<file path="config.mk">
export PLATFORM = sky130hd
export DESIGN_NAME = key_debouncer
export DESIGN_NICKNAME = d
export VERILOG_FILES = /design/src/rtl/key_debouncer.sv
export SDC_FILE = /design/constraint.sdc
export NUM_CORES = 1
export LEC_CHECK = 0
export CAP_MARGIN = 20
export CORE_UTILIZATION = 61
export CTS_CLUSTER_SIZE = 10
export DETAILED_ROUTE_END_ITERATION = 8
export PLACE_DENSITY = 0.89
export SYNTH_ARGS = -nofsm -noshare
export SYNTH_HDL_FRONTEND = slang
export SYNTH_SLANG_ARGS = --single-unit
export TNS_END_PERCENT = 30
</file>
<file path="constraint.sdc">
create_clock -name CLOCK_50 -period 2.6 [get_ports CLOCK_50]
set_clock_uncertainty 0.15 [all_clocks]
set_input_delay 0.39 -clock CLOCK_50 [delete_from_list [all_inputs] [get_ports CLOCK_50]]
set_output_delay 0.39 -clock CLOCK_50 [all_outputs]
set_load 0.01 [all_outputs]
</file>
<file path="src/rtl/key_debouncer.sv">
// Push-button conditioner: two-flop synchronizer plus press/release debounce FSM
// producing a clean level, one-cycle event pulses and a wrapping press counter.
module key_debouncer #(
    parameter int unsigned DEBOUNCE_CYCLES = 1_000_000,
    parameter int unsigned LONG_CYCLES     = 50_000_000,
    parameter int unsigned REPEAT_CYCLES   = 12_500_000
) (
    input  logic       CLOCK_50,
    input  logic       KEY0,
    input  logic       key_n,
    output logic       key_level,
    output logic       press_pulse,
    output logic       release_pulse,
    output logic       long_pulse,
    output logic       repeat_pulse,
    output logic [7:0] press_count
);

    localparam int unsigned CW = (DEBOUNCE_CYCLES > 1) ? $clog2(DEBOUNCE_CYCLES) : 1;
    localparam int unsigned HW = (LONG_CYCLES > 1)     ? $clog2(LONG_CYCLES)     : 1;
    localparam int unsigned RW = (REPEAT_CYCLES > 1)   ? $clog2(REPEAT_CYCLES)   : 1;

    localparam logic [CW-1:0] CNT_LAST  = CW'(DEBOUNCE_CYCLES - 1);
    localparam logic [HW-1:0] HCNT_LAST = HW'(LONG_CYCLES - 1);
    localparam logic [RW-1:0] RCNT_LAST = RW'(REPEAT_CYCLES - 1);

    typedef enum logic [1:0] {
        UP,
        CHK_DOWN,
        DOWN,
        CHK_UP
    } state_t;

    logic [1:0]    sync_q;
    logic          s;
    state_t        state_q;
    logic [CW-1:0] cnt_q;
    logic [HW-1:0] hcnt_q;
    logic [RW-1:0] rcnt_q;
    logic          long_done_q;
    logic          key_level_q;
    logic          press_q;
    logic          release_q;
    logic          long_q;
    logic          repeat_q;
    logic [7:0]    press_count_q;

    always_ff @(posedge CLOCK_50 or negedge KEY0) begin
        if (!KEY0) begin
            sync_q <= '0;
        end else begin
            sync_q <= {sync_q[0], ~key_n};
        end
    end

    assign s = sync_q[1];

    always_ff @(posedge CLOCK_50 or negedge KEY0) begin
        if (!KEY0) begin
            state_q       <= UP;
            cnt_q         <= '0;
            hcnt_q        <= '0;
            rcnt_q        <= '0;
            long_done_q   <= 1'b0;
            key_level_q   <= 1'b0;
            press_q       <= 1'b0;
            release_q     <= 1'b0;
            long_q        <= 1'b0;
            repeat_q      <= 1'b0;
            press_count_q <= '0;
        end else begin
            press_q   <= 1'b0;
            release_q <= 1'b0;
            long_q    <= 1'b0;
            repeat_q  <= 1'b0;
            unique case (state_q)
                UP: begin
                    if (s) begin
                        state_q <= CHK_DOWN;
                        cnt_q   <= CW'(1);
                    end
                end
                CHK_DOWN: begin
                    if (!s) begin
                        state_q <= UP;
                        cnt_q   <= '0;
                    end else if (cnt_q == CNT_LAST) begin
                        state_q       <= DOWN;
                        cnt_q         <= '0;
                        press_q       <= 1'b1;
                        key_level_q   <= 1'b1;
                        press_count_q <= press_count_q + 8'd1;
                        hcnt_q        <= '0;
                    end else begin
                        cnt_q <= cnt_q + CW'(1);
                    end
                end
                DOWN: begin
                    // hold/repeat counters only advance while the key reads pressed
                    if (!s) begin
                        state_q <= CHK_UP;
                        cnt_q   <= CW'(1);
                    end else if (!long_done_q) begin
                        if (hcnt_q == HCNT_LAST) begin
                            long_q      <= 1'b1;
                            long_done_q <= 1'b1;
                            rcnt_q      <= '0;
                        end else begin
                            hcnt_q <= hcnt_q + HW'(1);
                        end
                    end else if (rcnt_q == RCNT_LAST) begin
                        repeat_q <= 1'b1;
                        rcnt_q   <= '0;
                    end else begin
                        rcnt_q <= rcnt_q + RW'(1);
                    end
                end
                CHK_UP: begin
                    if (s) begin
                        state_q <= DOWN;
                        cnt_q   <= '0;
                    end else if (cnt_q == CNT_LAST) begin
                        state_q     <= UP;
                        cnt_q       <= '0;
                        release_q   <= 1'b1;
                        key_level_q <= 1'b0;
                        long_done_q <= 1'b0;
                        hcnt_q      <= '0;
                        rcnt_q      <= '0;
                    end else begin
                        cnt_q <= cnt_q + CW'(1);
                    end
                end
                default: begin
                    state_q <= UP;
                end
            endcase
        end
    end

    assign key_level     = key_level_q;
    assign press_pulse   = press_q;
    assign release_pulse = release_q;
    assign long_pulse    = long_q;
    assign repeat_pulse  = repeat_q;
    assign press_count   = press_count_q;

endmodule

</file>
After elaboration in Yosys (flattened, before gate mapping)
Index checks and enable logic that the tools add are counted.

Add/sub/neg operators: 4. Reduce and logical (&&, ||, !) cells: 11. Bitwise logic cells: 1. Equality and inequality tests: 18. Multiplexer cells: 48.

Operators by type and width (number): $mux 26 (6); $mux 24 (6); $mux 20 (5); $pmux 20 s4 (1); $pmux 26 s3 (1); $pmux 24 s2 (1); $add 26x1->26 const B (1); $eq 26x26->1 const B (1); $add 24x1->24 const B (1); $eq 24x24->1 const B (1); $add 20x1->20 const B (1); $eq 20x20->1 const B (1); $mux 1 (19); $ne 2x2->1 const B (9); $mux 2 (6); $reduce_and 5->1 (2); $ne 3x3->1 const B (3); $add 8x1->8 const B (1); $pmux 2 s4 (1); $reduce_and 4->1 (2); $reduce_and 6->1 (1); $eq 2x2->1 const B (2); $pmux 1 s2 (2); $reduce_bool 2->1 (2); other kinds (6) (6).

Bits of input ports: 3. Flip-flop bits (word level): 88. Output and inout bits: 13.

Logic depth before layout (Yosys ltp)
Depth after elaboration: 5. Mapped depth: 9.

Least setup slack after synthesis
No wires, ideal clock.

Path kind: flip-flop to flip-flop. From: register hcnt_q[0]. To: register rcnt_q[11]. Clock period less this slack: 2.322 ns. Stages on the path, launching flop included: 10. Arrival: 2.077 ns. Setup time: 0.095 ns. Setup slack: 0.278 ns. Data required time: 2.355 ns. Buffers on the path: 2. Cells stage by stage: dfrtp_1 -> ha_1 -> nand3_1 -> nor4_4 -> a22o_1 -> o21ai_2 -> or2_1 -> buf_2 -> buf_6 -> o31ai_1.

Word-level cells in the longest chain between the ends: 3.

Ends and longest elaborated chain: start: declaration (RTL line 38) `logic [HW-1:0] hcnt_q;`; start signal: assignment (RTL line 109) `hcnt_q <= hcnt_q + HW'(1);`; $eq 26x26->1 (RTL line 104) `if (hcnt_q == HCNT_LAST) begin`; $ne 3x3->1 (no source line); $reduce_and 5->1 (no source line); end signal: assignment (RTL line 115) `rcnt_q <= rcnt_q + RW'(1);`; end: declaration (RTL line 39) `logic [RW-1:0] rcnt_q;`.

No other way between the ends. A chain may end at the register's enable or synchronous reset.

Worst setup path in the final report
From: register cnt_q[0]. To: register hcnt_q[6].

Word-level cells in the longest chain between the ends: 4. Elaborated cells on any way between the ends: 5. Classes of those cells: eq/ne (1); mux (4).

Ends and longest elaborated chain: start: declaration (RTL line 37) `logic [CW-1:0] cnt_q;`; start signal: assignment (RTL line 95) `cnt_q <= cnt_q + CW'(1);`; start signal: assignment (RTL line 131) `cnt_q <= cnt_q + CW'(1);`; $eq 20x20->1 (*) (RTL line 87, 122); $mux 26 (*); $mux 26 (on tied branches); $pmux 26 s3 (*).

Every way passes the cells marked *; elsewhere a longest branch is shown, timed or not. The select of a mux whose other input is x is not followed.

==> summary.md <==
| Metric | Value |
|---|---|
| CP Launch Type | flip-flop |
| Yosys Warn Count | 0 |
| Largest family of logic cells by synthesized area | simple AND/OR/NAND/NOR gates |
| Status | completed |
| Post-DP HPWL | roughly 7100 um |
| Mapped Area | roughly 0.0048 sq mm |
| Main area contributors after synthesis | dfrtp_1 (46%), o21ai_0 (5.0%), xnor2_1 (4.2%) |
| Share of cells above drive strength 1 | 10.1% |
| Total gr overflow | 0 |
| Multiplexer area fraction after synthesis | less than 1% |
| Peak supply drop | ~260 uV |
| Area leader, netlist | dfrtp_1 |
| Max Cap Viol | 0 |
| Mapped Avg Cell Area | ~9.4 sq um |
| Number of nets in the layout | roughly 530 |
| Crit. End Element | flip-flop |
| Sequential share of the synthesized area | 46.2% |
| Tot GR Track Use | ~27% |
| Slowest-stage cell, CP | dfrtp_1 |
| Ant. Diodes | 0 |
| TNS Setup | 0 ns |
| Worst slew pin tran | 0.660 ns |
| Final setup viols | 0 |
| Post-synthesis register bit count | 88 |
| EDFF count, synth | 0 |
| RSZ-0062 raised after global routing | false |
| Area share of and/or/nand/nor cells after synthesis | 24.3% |
| CP delay by family, top | simple AND/OR/NAND/NOR gates |
| GPL Wtd Cong | 0.888 |
| Final Cycle Share | 94.7% |
| I/O pins | 16 |
| Critical setup path kind | flip-flop to flip-flop |
| FMAX | just over 0.4 GHz |
| Htree depth | 3 |
| Final wirelength | about 11000 um |
| Asr flop ratio synth | between 90% and 100% |
| Largest net degree at the start of global routing | 50 |
| Final cell utilization of the core | 71.2% |
| First DRT Iteration DRCs | about 350 |
| Die extent in x | 90.4 um |
| Row count | 31 |
| TritonCTS clock tree | yes |
| First-pass iteration count of the detailed router | 7 |
| Post-CTS Setup Inserts | 0 |
| Die height | about 90 um |
| Max-slew violations | 0 |
| Clock-pin slew on the worst setup and hold paths | roughly 0.08 ns |
| Core area | roughly 0.0074 sq mm |
| Hold Crit Class | flip-flop to flip-flop |
| Arrival @ worst endpoint | 2.54 ns |
| Clk sinks | 88 |
| Most frequent CP cell | o21ai_0 |
| Synth Area in Adders | between 1 and 1.5% |
| Vias in the first global route | 3982 |
| Compound-Gate Fraction of Synth Area | between 10% and 20% |
| Multi-input logic area | roughly 0.0024 sq mm |
| Synth-to-Final Area Change | 10.7% |
| Synth Flop Type | dfrtp_1 |
| Buffer and inverter count on the worst path | 2 |
| DR WL/cell | about 17 um |
| Initial Util | around 64% |
| Synth cell types | 54 |
| Synth Net Count | 514 |
| Post-Synth XOR/XNOR Area | under 10% |
| Count leader, synth | dfrtp_1 |
| Crit path cell chain | ha_1, and2_1, nand4_1, buf_4, nor4_4, buf_12, nor2_1, o21ai_0, o21ai_0 |
| Via count | 4108 |
| Worst-Skew Late Latency | about 0.36 ns |
| Critical Path RT | about 2.7 ns |
| Leakage | 0.00217 uW |
| CTS Buf Count | 9 |
| Vias per cell | roughly 6.6 |
| Sequential standard cell area | about 0.0022 sq mm |
| Pwr Density | approximately 450 mW/mm^2 |
| Top cells by count, synth | dfrtp_1 (88), nor2_1 (53), o21ai_0 (48), nand2_1 (45), nand3_1 (26) |
| Crit path time final | between 2 and 2.5 ns |
| Crit path largest cell delay | ~0.41 ns |
| Relative slew slack | between 50% and 60% |
| Final Hold Vio Count | 0 |
| Filler Cells Inserted | 538 |
| # DRC | 0 |
| Initial antenna violation count | 0 |
| Max clock buf depth | 2 |
| Post-route ant nets | 0 |
| Synth Instances | 507 |
| CP Max Fanout | 23 |
| CTS Root Buffer Type | clkbuf_8 |
| Share of Yosys cell area claimed by the top area cell type | between 40 and 50% |
| Input/output buffers | 15 |
| Die footprint | roughly 0.008 sq mm |
| First-pass GRT wire length | 18300 um |
==> report_power, final <==
group | switching (uW) | internal (uW) | total, uW | leakage (uW)
Combinational | 49.9 | 20.5 | 70.4 | 0.000867
Sequential | 9.57 | 1370 | 1380 | 0.00122
Clock | 468 | 431 | 899 | 0.0000880
==> sequential cells by signal, indices dropped and copies added, names as in the netlist, named ones only <==
register / cells
hcnt_q: 26
cnt_q: 20
press_pulse: 1
release_pulse: 1
press_count: 8
sync_q: 2
state_q: 1
long_pulse: 1
rcnt_q: 24
long_done_q: 1
key_level: 1
repeat_pulse: 1
==> cells in the final DEF (no fill, tap or decap), types with 4 or more instances in the layout <==
cell type / instances
dfrtp_1: 88
nor2_1: 53
o21ai_0: 48
nand2_1: 45
nand3_1: 26
xnor2_1: 23
o31ai_1: 23
nand4_1: 21
a21oi_1: 19
clkdlybuf4s50_1: 14
and3_1: 13
a31oi_1: 13
buf_4: 13
and4_1: 9
clkbuf_8: 9
inv_1: 7
xor2_1: 7
nor4_1: 6
nor2b_1: 6
nor3_1: 4
nand2b_1: 4
a211oi_1: 4
a22o_1: 4
o21ai_1: 4
ha_1: 4
==> stage by stage <==
| step | std cells | cell area, sq um | hold slack [ns] | setup WS [ns] | power, uW |
|---|---|---|---|---|---|
| floorplan | 507 | 4760 | -0.0556 | 0.278 | 1440 |
| global placement | 610 | 5060 | 0.182 | 0.211 | 1480 |
| detailed placement | 610 | 5060 | 0.188 | 0.120 | 1480 |
| CTS | 625 | 5250 | 0.207 | 0.0750 | 2360 |
| global route | 626 | 5270 | 0.211 | 0.00926 | 2430 |
| finish | 626 | 5270 | 0.205 | 0.138 | 2350 |
==> cell families (layout without fill, tap and decap cells) <==
family,Yosys count,in the layout
buf+inv,33,53
flops,88,88
simple gates,213,213
fa+ha+maj,4,4
xor+xnor,30,30
compound gates,136,136
mux,3,3
==> area by class of cell <==
type	instances	area share, %
tap	99	2.35
multi-input combinational	386	46.0
clock inverter	4	0.902
clock buffer	10	2.42
sequential	88	41.8
inverter	7	0.498
timing repair buffer	32	6.05
==> final timing paths <==
kind	slack, ns	end	start	cells past startpoint
max in group asynchronous	1.25	hcnt_q[13]$_DFFE_PN0P_	KEY0	3
worst min register to register	0.21	sync_q[1]$_DFF_PN0_	sync_q[0]$_DFF_PN0_	0
min in group asynchronous	0.39	press_count[4]$_DFFE_PN0P_	KEY0	2
worst max-delay path	0.14	hcnt_q[6]$_DFFE_PN0P_	cnt_q[0]$_DFFE_PN0P_	9
worst min-delay path	0.21	sync_q[1]$_DFF_PN0_	sync_q[0]$_DFF_PN0_	0
worst max register to register	0.14	hcnt_q[6]$_DFFE_PN0P_	cnt_q[0]$_DFFE_PN0P_	9
==> what timing repair did <==
item                                   CTS  global route
hold buffers                             1             0
endpoints found under the hold margin   39             0
setup endpoints to repair                0            28
resized for setup                        0             5
==> per-layer routing <==
metal	GRT usage [%]	part of all wire [%]	vias up
met5	0	0	-
met4	12.1	2.2	0
met3	3.62	5.7	24
met2	44.1	48	176
met1	37.2	44	1999
li1	-	-	1909
Power figures use the tool's default switching activity.
